**src/rtl/pipe_stage_reg_pkg.sv**
```systemverilog
// Shared constants for the inter-stage pipeline register.
// State encoding plus per-boundary field widths used to pack bundles.
package pipe_stage_reg_pkg;

    localparam logic [1:0] ST_EMPTY = 2'd0;
    localparam logic [1:0] ST_ONE   = 2'd1;
    localparam logic [1:0] ST_FULL  = 2'd2;

    typedef enum logic [1:0] {
        EMPTY = 2'd0,
        ONE   = 2'd1,
        FULL  = 2'd2
    } state_t;

    localparam int IF_ID_DATA_W  = 64;
    localparam int IF_ID_CTRL_W  = 1;
    localparam int ID_EX_DATA_W  = 128;
    localparam int ID_EX_CTRL_W  = 12;
    localparam int EX_MEM_DATA_W = 96;
    localparam int EX_MEM_CTRL_W = 6;
    localparam int MEM_WB_DATA_W = 69;
    localparam int MEM_WB_CTRL_W = 3;

endpackage

```
**src/rtl/pipe_stage_reg_if.sv**
```systemverilog
// Valid/ready bundle between two pipeline stages.
// The stage register is the slave; whoever feeds and drains it is the master.
interface pipe_stage_reg_if #(
    parameter int DATA_W = 32,
    parameter int CTRL_W = 4
);
    logic              in_valid;
    logic              in_ready;
    logic [DATA_W-1:0] in_data;
    logic [CTRL_W-1:0] in_ctrl;
    logic              out_valid;
    logic              out_ready;
    logic [DATA_W-1:0] out_data;
    logic [CTRL_W-1:0] out_ctrl;
    logic [1:0]        occupancy;

    modport master (
        output in_valid, in_data, in_ctrl, out_ready,
        input  in_ready, out_valid, out_data, out_ctrl, occupancy
    );

    modport slave (
        input  in_valid, in_data, in_ctrl, out_ready,
        output in_ready, out_valid, out_data, out_ctrl, occupancy
    );
endinterface

```
**src/rtl/pipe_stage_reg_slot.sv**
```systemverilog
// One held word (data + ctrl) with load and ctrl-only clear.
// Updates on the falling clock edge, async active-low reset.
module pipe_stage_reg_slot #(
    parameter int DATA_W = 32,
    parameter int CTRL_W = 4
) (
    input  logic              clk,
    input  logic              reset,
    input  logic              i_load,
    input  logic              i_clr,
    input  logic [DATA_W-1:0] i_data,
    input  logic [CTRL_W-1:0] i_ctrl,
    output logic [DATA_W-1:0] o_data,
    output logic [CTRL_W-1:0] o_ctrl
);

    logic [DATA_W+CTRL_W-1:0] r_word;

    always_ff @(negedge clk or negedge reset) begin
        if (!reset) begin
            r_word <= '0;
        end else if (i_load) begin
            r_word <= {i_data, i_ctrl};
        end else if (i_clr) begin
            r_word[CTRL_W-1:0] <= '0;
        end
    end

    assign o_data = r_word[DATA_W+CTRL_W-1:CTRL_W];
    assign o_ctrl = r_word[CTRL_W-1:0];

endmodule

```
**src/rtl/pipe_stage_reg.sv**
```systemverilog
// Generic stage-boundary register with stall, flush and optional skid slot.
// Main slot always drives the outputs; the skid slot queues behind it.
module pipe_stage_reg
    import pipe_stage_reg_pkg::*;
#(
    parameter int DATA_W = 32,
    parameter int CTRL_W = 4,
    parameter int SKID   = 1
) (
    input  logic             clk,
    input  logic             reset,
    input  logic             flush,
    pipe_stage_reg_if.slave  bus
);

    state_t            r_state;
    state_t            w_next;
    logic              w_in_ready;
    logic              w_accept;
    logic              w_drain;
    logic              w_main_ld;
    logic              w_main_clr;
    logic              w_skid_ld;
    logic              w_from_skid;
    logic [DATA_W-1:0] w_main_data;
    logic [CTRL_W-1:0] w_main_ctrl;
    logic [DATA_W-1:0] w_skid_data;
    logic [CTRL_W-1:0] w_skid_ctrl;

    assign w_accept = bus.in_valid & w_in_ready;
    assign w_drain  = bus.out_valid & bus.out_ready;

    always_comb begin
        w_next      = r_state;
        w_main_ld   = 1'b0;
        w_main_clr  = 1'b0;
        w_skid_ld   = 1'b0;
        w_from_skid = 1'b0;
        if (flush) begin
            w_next     = EMPTY;
            w_main_clr = 1'b1;
        end else begin
            case (r_state)
                EMPTY: begin
                    if (w_accept) begin
                        w_next    = ONE;
                        w_main_ld = 1'b1;
                    end
                end
                ONE: begin
                    // Without a skid slot an accept always overwrites main
                    if (w_accept && (w_drain || SKID == 0)) begin
                        w_main_ld = 1'b1;
                    end else if (w_accept) begin
                        w_next    = FULL;
                        w_skid_ld = 1'b1;
                    end else if (w_drain) begin
                        w_next     = EMPTY;
                        w_main_clr = 1'b1;
                    end
                end
                FULL: begin
                    if (w_drain) begin
                        w_next      = ONE;
                        w_main_ld   = 1'b1;
                        w_from_skid = 1'b1;
                    end
                end
                default: w_next = EMPTY;
            endcase
        end
    end

    always_ff @(negedge clk or negedge reset) begin
        if (!reset) begin
            r_state <= EMPTY;
        end else begin
            r_state <= w_next;
        end
    end

    generate
        if (SKID != 0) begin : g_reg_rdy
            logic r_in_ready;
            always_ff @(negedge clk or negedge reset) begin
                if (!reset) begin
                    r_in_ready <= 1'b0;
                end else begin
                    r_in_ready <= (w_next != FULL);
                end
            end
            assign w_in_ready = r_in_ready;
        end else begin : g_comb_rdy
            assign w_in_ready = reset & (~bus.out_valid | bus.out_ready);
        end
    endgenerate

    generate
        if (SKID != 0) begin : g_skid
            pipe_stage_reg_slot #(
                .DATA_W (DATA_W),
                .CTRL_W (CTRL_W)
            ) u_skid (
                .clk    (clk),
                .reset  (reset),
                .i_load (w_skid_ld),
                .i_clr  (flush),
                .i_data (bus.in_data),
                .i_ctrl (bus.in_ctrl),
                .o_data (w_skid_data),
                .o_ctrl (w_skid_ctrl)
            );
        end else begin : g_no_skid
            assign w_skid_data = '0;
            assign w_skid_ctrl = '0;
        end
    endgenerate

    assign w_main_data = w_from_skid ? w_skid_data : bus.in_data;
    assign w_main_ctrl = w_from_skid ? w_skid_ctrl : bus.in_ctrl;

    pipe_stage_reg_slot #(
        .DATA_W (DATA_W),
        .CTRL_W (CTRL_W)
    ) u_main (
        .clk    (clk),
        .reset  (reset),
        .i_load (w_main_ld),
        .i_clr  (w_main_clr),
        .i_data (w_main_data),
        .i_ctrl (w_main_ctrl),
        .o_data (bus.out_data),
        .o_ctrl (bus.out_ctrl)
    );

    assign bus.in_ready  = w_in_ready;
    assign bus.out_valid = (r_state != EMPTY);
    assign bus.occupancy = {r_state == FULL, r_state == ONE};

endmodule

```
**src/flat_wrapper.sv**
```systemverilog
// flat-port wrapper written by rule: the top's interface ports become plain ports
module pipe_stage_reg_flat import pipe_stage_reg_pkg::*;
#(
    parameter int DATA_W = 32,
    parameter int CTRL_W = 4,
    parameter int SKID   = 1
)
  (clk, reset, flush, bus_in_valid, bus_in_data, bus_in_ctrl, bus_out_ready, bus_in_ready, bus_out_valid, bus_out_data, bus_out_ctrl, bus_occupancy);
  pipe_stage_reg_if #(.DATA_W(DATA_W), .CTRL_W(CTRL_W)) bus_i ();
  input  logic clk;
  input  logic reset;
  input  logic flush;
  input wire logic [$bits(bus_i.in_valid)-1:0] bus_in_valid;
  input wire logic [$bits(bus_i.in_data)-1:0] bus_in_data;
  input wire logic [$bits(bus_i.in_ctrl)-1:0] bus_in_ctrl;
  input wire logic [$bits(bus_i.out_ready)-1:0] bus_out_ready;
  output wire logic [$bits(bus_i.in_ready)-1:0] bus_in_ready;
  output wire logic [$bits(bus_i.out_valid)-1:0] bus_out_valid;
  output wire logic [$bits(bus_i.out_data)-1:0] bus_out_data;
  output wire logic [$bits(bus_i.out_ctrl)-1:0] bus_out_ctrl;
  output wire logic [$bits(bus_i.occupancy)-1:0] bus_occupancy;
  assign bus_i.in_valid = bus_in_valid;
  assign bus_i.in_data = bus_in_data;
  assign bus_i.in_ctrl = bus_in_ctrl;
  assign bus_i.out_ready = bus_out_ready;
  assign bus_in_ready = bus_i.in_ready;
  assign bus_out_valid = bus_i.out_valid;
  assign bus_out_data = bus_i.out_data;
  assign bus_out_ctrl = bus_i.out_ctrl;
  assign bus_occupancy = bus_i.occupancy;
  pipe_stage_reg #(.DATA_W(DATA_W), .CTRL_W(CTRL_W), .SKID(SKID)) u_core (.clk(clk), .reset(reset), .flush(flush), .bus(bus_i));
endmodule
```
**config.mk**
```make
export PLATFORM = sky130hd
export DESIGN_NAME = pipe_stage_reg_flat
export DESIGN_NICKNAME = d
export VERILOG_FILES = /design/src/rtl/pipe_stage_reg_pkg.sv /design/src/rtl/pipe_stage_reg_if.sv /design/src/rtl/pipe_stage_reg_slot.sv /design/src/rtl/pipe_stage_reg.sv /design/src/flat_wrapper.sv
export SDC_FILE = /design/constraint.sdc
export NUM_CORES = 1
export LEC_CHECK = 0
export BUFFER_PORTS_ARGS = -buffer_cell sky130_fd_sc_hd__buf_2
export CAP_MARGIN = 5
export CORE_ASPECT_RATIO = 1.1
export CORE_MARGIN = 1
export CORE_UTILIZATION = 45
export CTS_CLUSTER_SIZE = 25
export DETAILED_ROUTE_END_ITERATION = 6
export PLACE_DENSITY = 0.8
export RECOVER_POWER = 50
export SYNTH_ARGS = -nofsm -noshare
export SYNTH_HDL_FRONTEND = slang
export SYNTH_HIERARCHICAL = 1
export SYNTH_SLANG_ARGS = --single-unit
```
**constraint.sdc**
```tcl
create_clock -name clk -period 2.15 [get_ports clk]
set_clock_uncertainty 0.15 [all_clocks]
set_input_delay 0.215 -clock clk [delete_from_list [all_inputs] [get_ports clk]]
set_output_delay 0.215 -clock clk [all_outputs]
set_load 0.02 [all_outputs]
```
* Word-level counts from Yosys, hierarchy flattened
Cells that the tools add are included.
Operators by class: eq/ne operators 3, muxes and demuxes 27, bitwise logic cells 2, reductions and logical operators 5
Operators with widths (count):
- $mux 32 | 1
- $mux 4 | 5
- $mux 1 | 13
- $mux 2 | 6
- $pmux 2 s3 | 1
- $reduce_bool 2->1 | 3
- $pmux 1 s3 | 1
- $and 1x1->1 | 2
- $eq 2x1->1 const B | 1
- $eq 2x2->1 const B | 1
- $logic_not 2->1 | 1
- $ne 2x2->1 const B | 1
- $logic_and 1x1->1 | 1
Storage, ports and cells: bits in registers 75, input bits 41, output and inout bits 40, logic and storage cells 43

* Longest topological paths before layout
depth in word-level cells 9, gate-level depth with buffers 6, depth with buffers taken out 5

* Modules after synthesis
The synthesis kept the hierarchy.
By module, submodules not included:
- pipe_stage_reg_slot | times used 2, cells each 77, area each 1460.2 um^2, sequential area each 900.9 um^2
- pipe_stage_reg | times used 1, cells each 61, area each 813.3 um^2, sequential area each 75.1 um^2

==> flow_summary.ini <==
[run_status]
status = finished with violations
failed_checks = setup timing

[clocking]
cts_buffer_depth = 2
cts_tree = yes
clkTransAtPathRegs_ps = 60
cts_buffers = 9
clk_latency_ps = 330
cts.sinks = 75
cts_root_buf = clkbuf_8
htreeDepth = 3

[detailed_routing]
drt_first_pass_iters = 4
dr_total_vias = 2434
drt-vias-per-instance = 4.98
ant_nets = 0
drt_iter0_drc = 58
wirelength_um = 9290
drc = 0
wl_per_cell_um = 19.0

[setup_path]
cp-start-kind = register
worstRegToRegCells = 9
worstPathRequired_ps = 1780
critPathKind = register to output port
regToRegStartpoint = u_core/r_state[0]$_DFF_NN0_
r2r_slack_ps = -160
r2r_end = u_core/u_main/r_word[33]$_DFFE_NN0P_
startpoint = u_core/r_state[1]$_DFF_NN0_
critPathMaxFanout = 4
cp-end-kind = output port
worstPathArrival_ps = 2260

[floorplan]
io_pins = 81
start_util_pct = 46.9
fp.dieW_um = 88.9
core_region_area_um2 = 7960
die_area_um2 = 8670
die_h_um = 97.5
row_count = 34

[logic_synthesis]
seq_area_frac_synth_pct = 50.3
synth_edf_count = 0
syn_avg_cell_area_um2 = 17.4
yosysWarningCount = 6
synthArstFlopShare_pct = 100
yosys-mux-area-fraction_pct = 38.7
synth_area_um2 = 3730
synth_top_area_share_pct = 50.3
ys_seq_elements = 75
yosys_most_used_dff = dfrtn_1
synthAdderAreaFrac_pct = 0
synth_top_cell_by_area = dfrtn_1
yosysUniqueCellTypes = 23
synthCells = 215
synth_top_family_by_area = multiplexers
synthesis.nets = 256
synth-simple-area-share_pct = 2.41
synth_area_leaders = dfrtn_1, mux2_4, mux2_2, buf_12, a22o_1
synth_compound_area_share_pct = 2.85
synthXorXnorAreaFrac_pct = 0

[final_layout]
utilization_pct = 70.0
drive_above_1_share_pct = 76.6
final_nets = 417
antenna_cells = 0
final_cell_mix = mux2_4, dfrtn_1, buf_4, buf_6, buf_2
finalNonFillerCells = 489
final_common_cell = mux2_4
stdcell_area_um2 = 5570
area_growth_pct = 49.2

[timing]
max_slew_margin_pct = 53.0
maxSlewViolCount = 0
worst_hold_slack_ps = 306
setup_violations = 112
rsz0062_at_grt = true
tightest_slew_ps = 705
finalHoldViolCount = 0
timing.final.ws_setup_ps = -473

[worst_hold_path]
min_path_type = register to register
holdCritStartpoint = u_core/g_skid.u_skid/r_word[1]$_DFFE_NN0P_
hold_depth = 1
whs_endpoint = u_core/g_skid.u_skid/r_word[1]$_DFFE_NN0P_

[flow_run]
max-cap-violations = 0

[global_routing]
antenna_found_initial = 1
grt_max_degree = 52
grt_pass1_vias = 2738
grt_pass1_wl_um = 14700
overflow = 0
grt_util_all_layers_pct = 23.2

[power_and_ir_drop]
leakagePower_uw = 0.00271
cellPowerDensity_nw_per_um2 = 876
peakVddDrop_mv = 0.376

[placement]
dp.final_hpwl_um = 4810
globalplace.congestion = 0.775
post_dp_cell_area_um2 = 4320
preCtsSetupSlack_ps = -735
placement.io_buffers = 80
place_inst = 412
-- through the flow --
stage / setup TNS, ps / total power (uW)
after floorplan: -37620 / 2830
after global placement: -46440 / 3150
after detailed placement: -48730 / 3200
after CTS: -26870 / 4800
after global routing: -30880 / 5110
final: -28730 / 4880
-- metal layers --
| metal | vias up | share of wire (%) | GRT usage [%] |
|---|---|---|---|
| met2 | 61 | 53 | 40.0 |
| met4 | 0 | 1.6 | 8.06 |
| met3 | 15 | 4.0 | 5.10 |
| met1 | 1249 | 42 | 27.9 |
| li1 | 1109 | - | - |
| met5 | - | 0 | 0 |
-- sequential cells by signal, summed over array words and instances (netlist names) --
signal / count
u_core/r_state: 2
u_core/g_skid.u_skid/r_word: 36
u_core/bus.in_ready: 1
u_core/u_main/r_word: 36
-- power breakdown --
part / switching, uW / internal (uW)
Clock: 550 / 532
Sequential: 251 / 1810
Combinational: 600 / 1140
Total: 1400 / 3480
-- worst max-delay path, stage by stage, from the launching register on --
cell	delay, ps
dfrtn_1	470
and2b_2	250
buf_6	130
-- cell families (layout without fill, tap and decap cells) --
kind of cell           Yosys count  after routing
muxes                          101            101
AOI/OAI and AO/OA               13             13
and+or+nand+nor                 13             13
DFF                             75             75
buffers and inverters           13            179
-- Yosys cell counts (2+ instances only) --
library cell,n
dfrtn_1,75
mux2_4,82
a22o_1,8
buf_12,8
buf_6,5
nor2_1,2
mux2_2,18
or2_2,2
-- how the worst max path moves through the flow --
stage | to | slack, ps | depth (start not counted)
final | bus_occupancy[0] | -470 | 2
after global routing | bus_occupancy[0] | -520 | 2
after detailed placement | u_core/u_main/r_word[2]$_DFFE_NN0P_ | -740 | 7
after global placement | u_core/u_main/r_word[35]$_DFFE_NN0P_ | -690 | 6
after floorplan | u_core/g_skid.u_skid/r_word[27]$_DFFE_NN0P_ | -560 | 5
after CTS | bus_occupancy[0] | -480 | 2
-- layout make-up --
type                            count  area, um^2
Clock buffer                        9         124
Clock inverter                      7        68.8
Fill cell                         507        2380
Multi-Input combinational cell    127        1770
Sequential cell                    75        1880
Tap cell                          108         135
Timing Repair Buffer              163        1590
-- what timing repair did --
item                                    4_1_cts  5_1_grt
setup buffers                                41       14
gates cloned                                 10        0
endpoints found under the setup margin      112      112
gates resized for setup                     136        3
hold buffers                                  0        0
pin swaps                                    11        6
(Power assumes the default switching activity.)
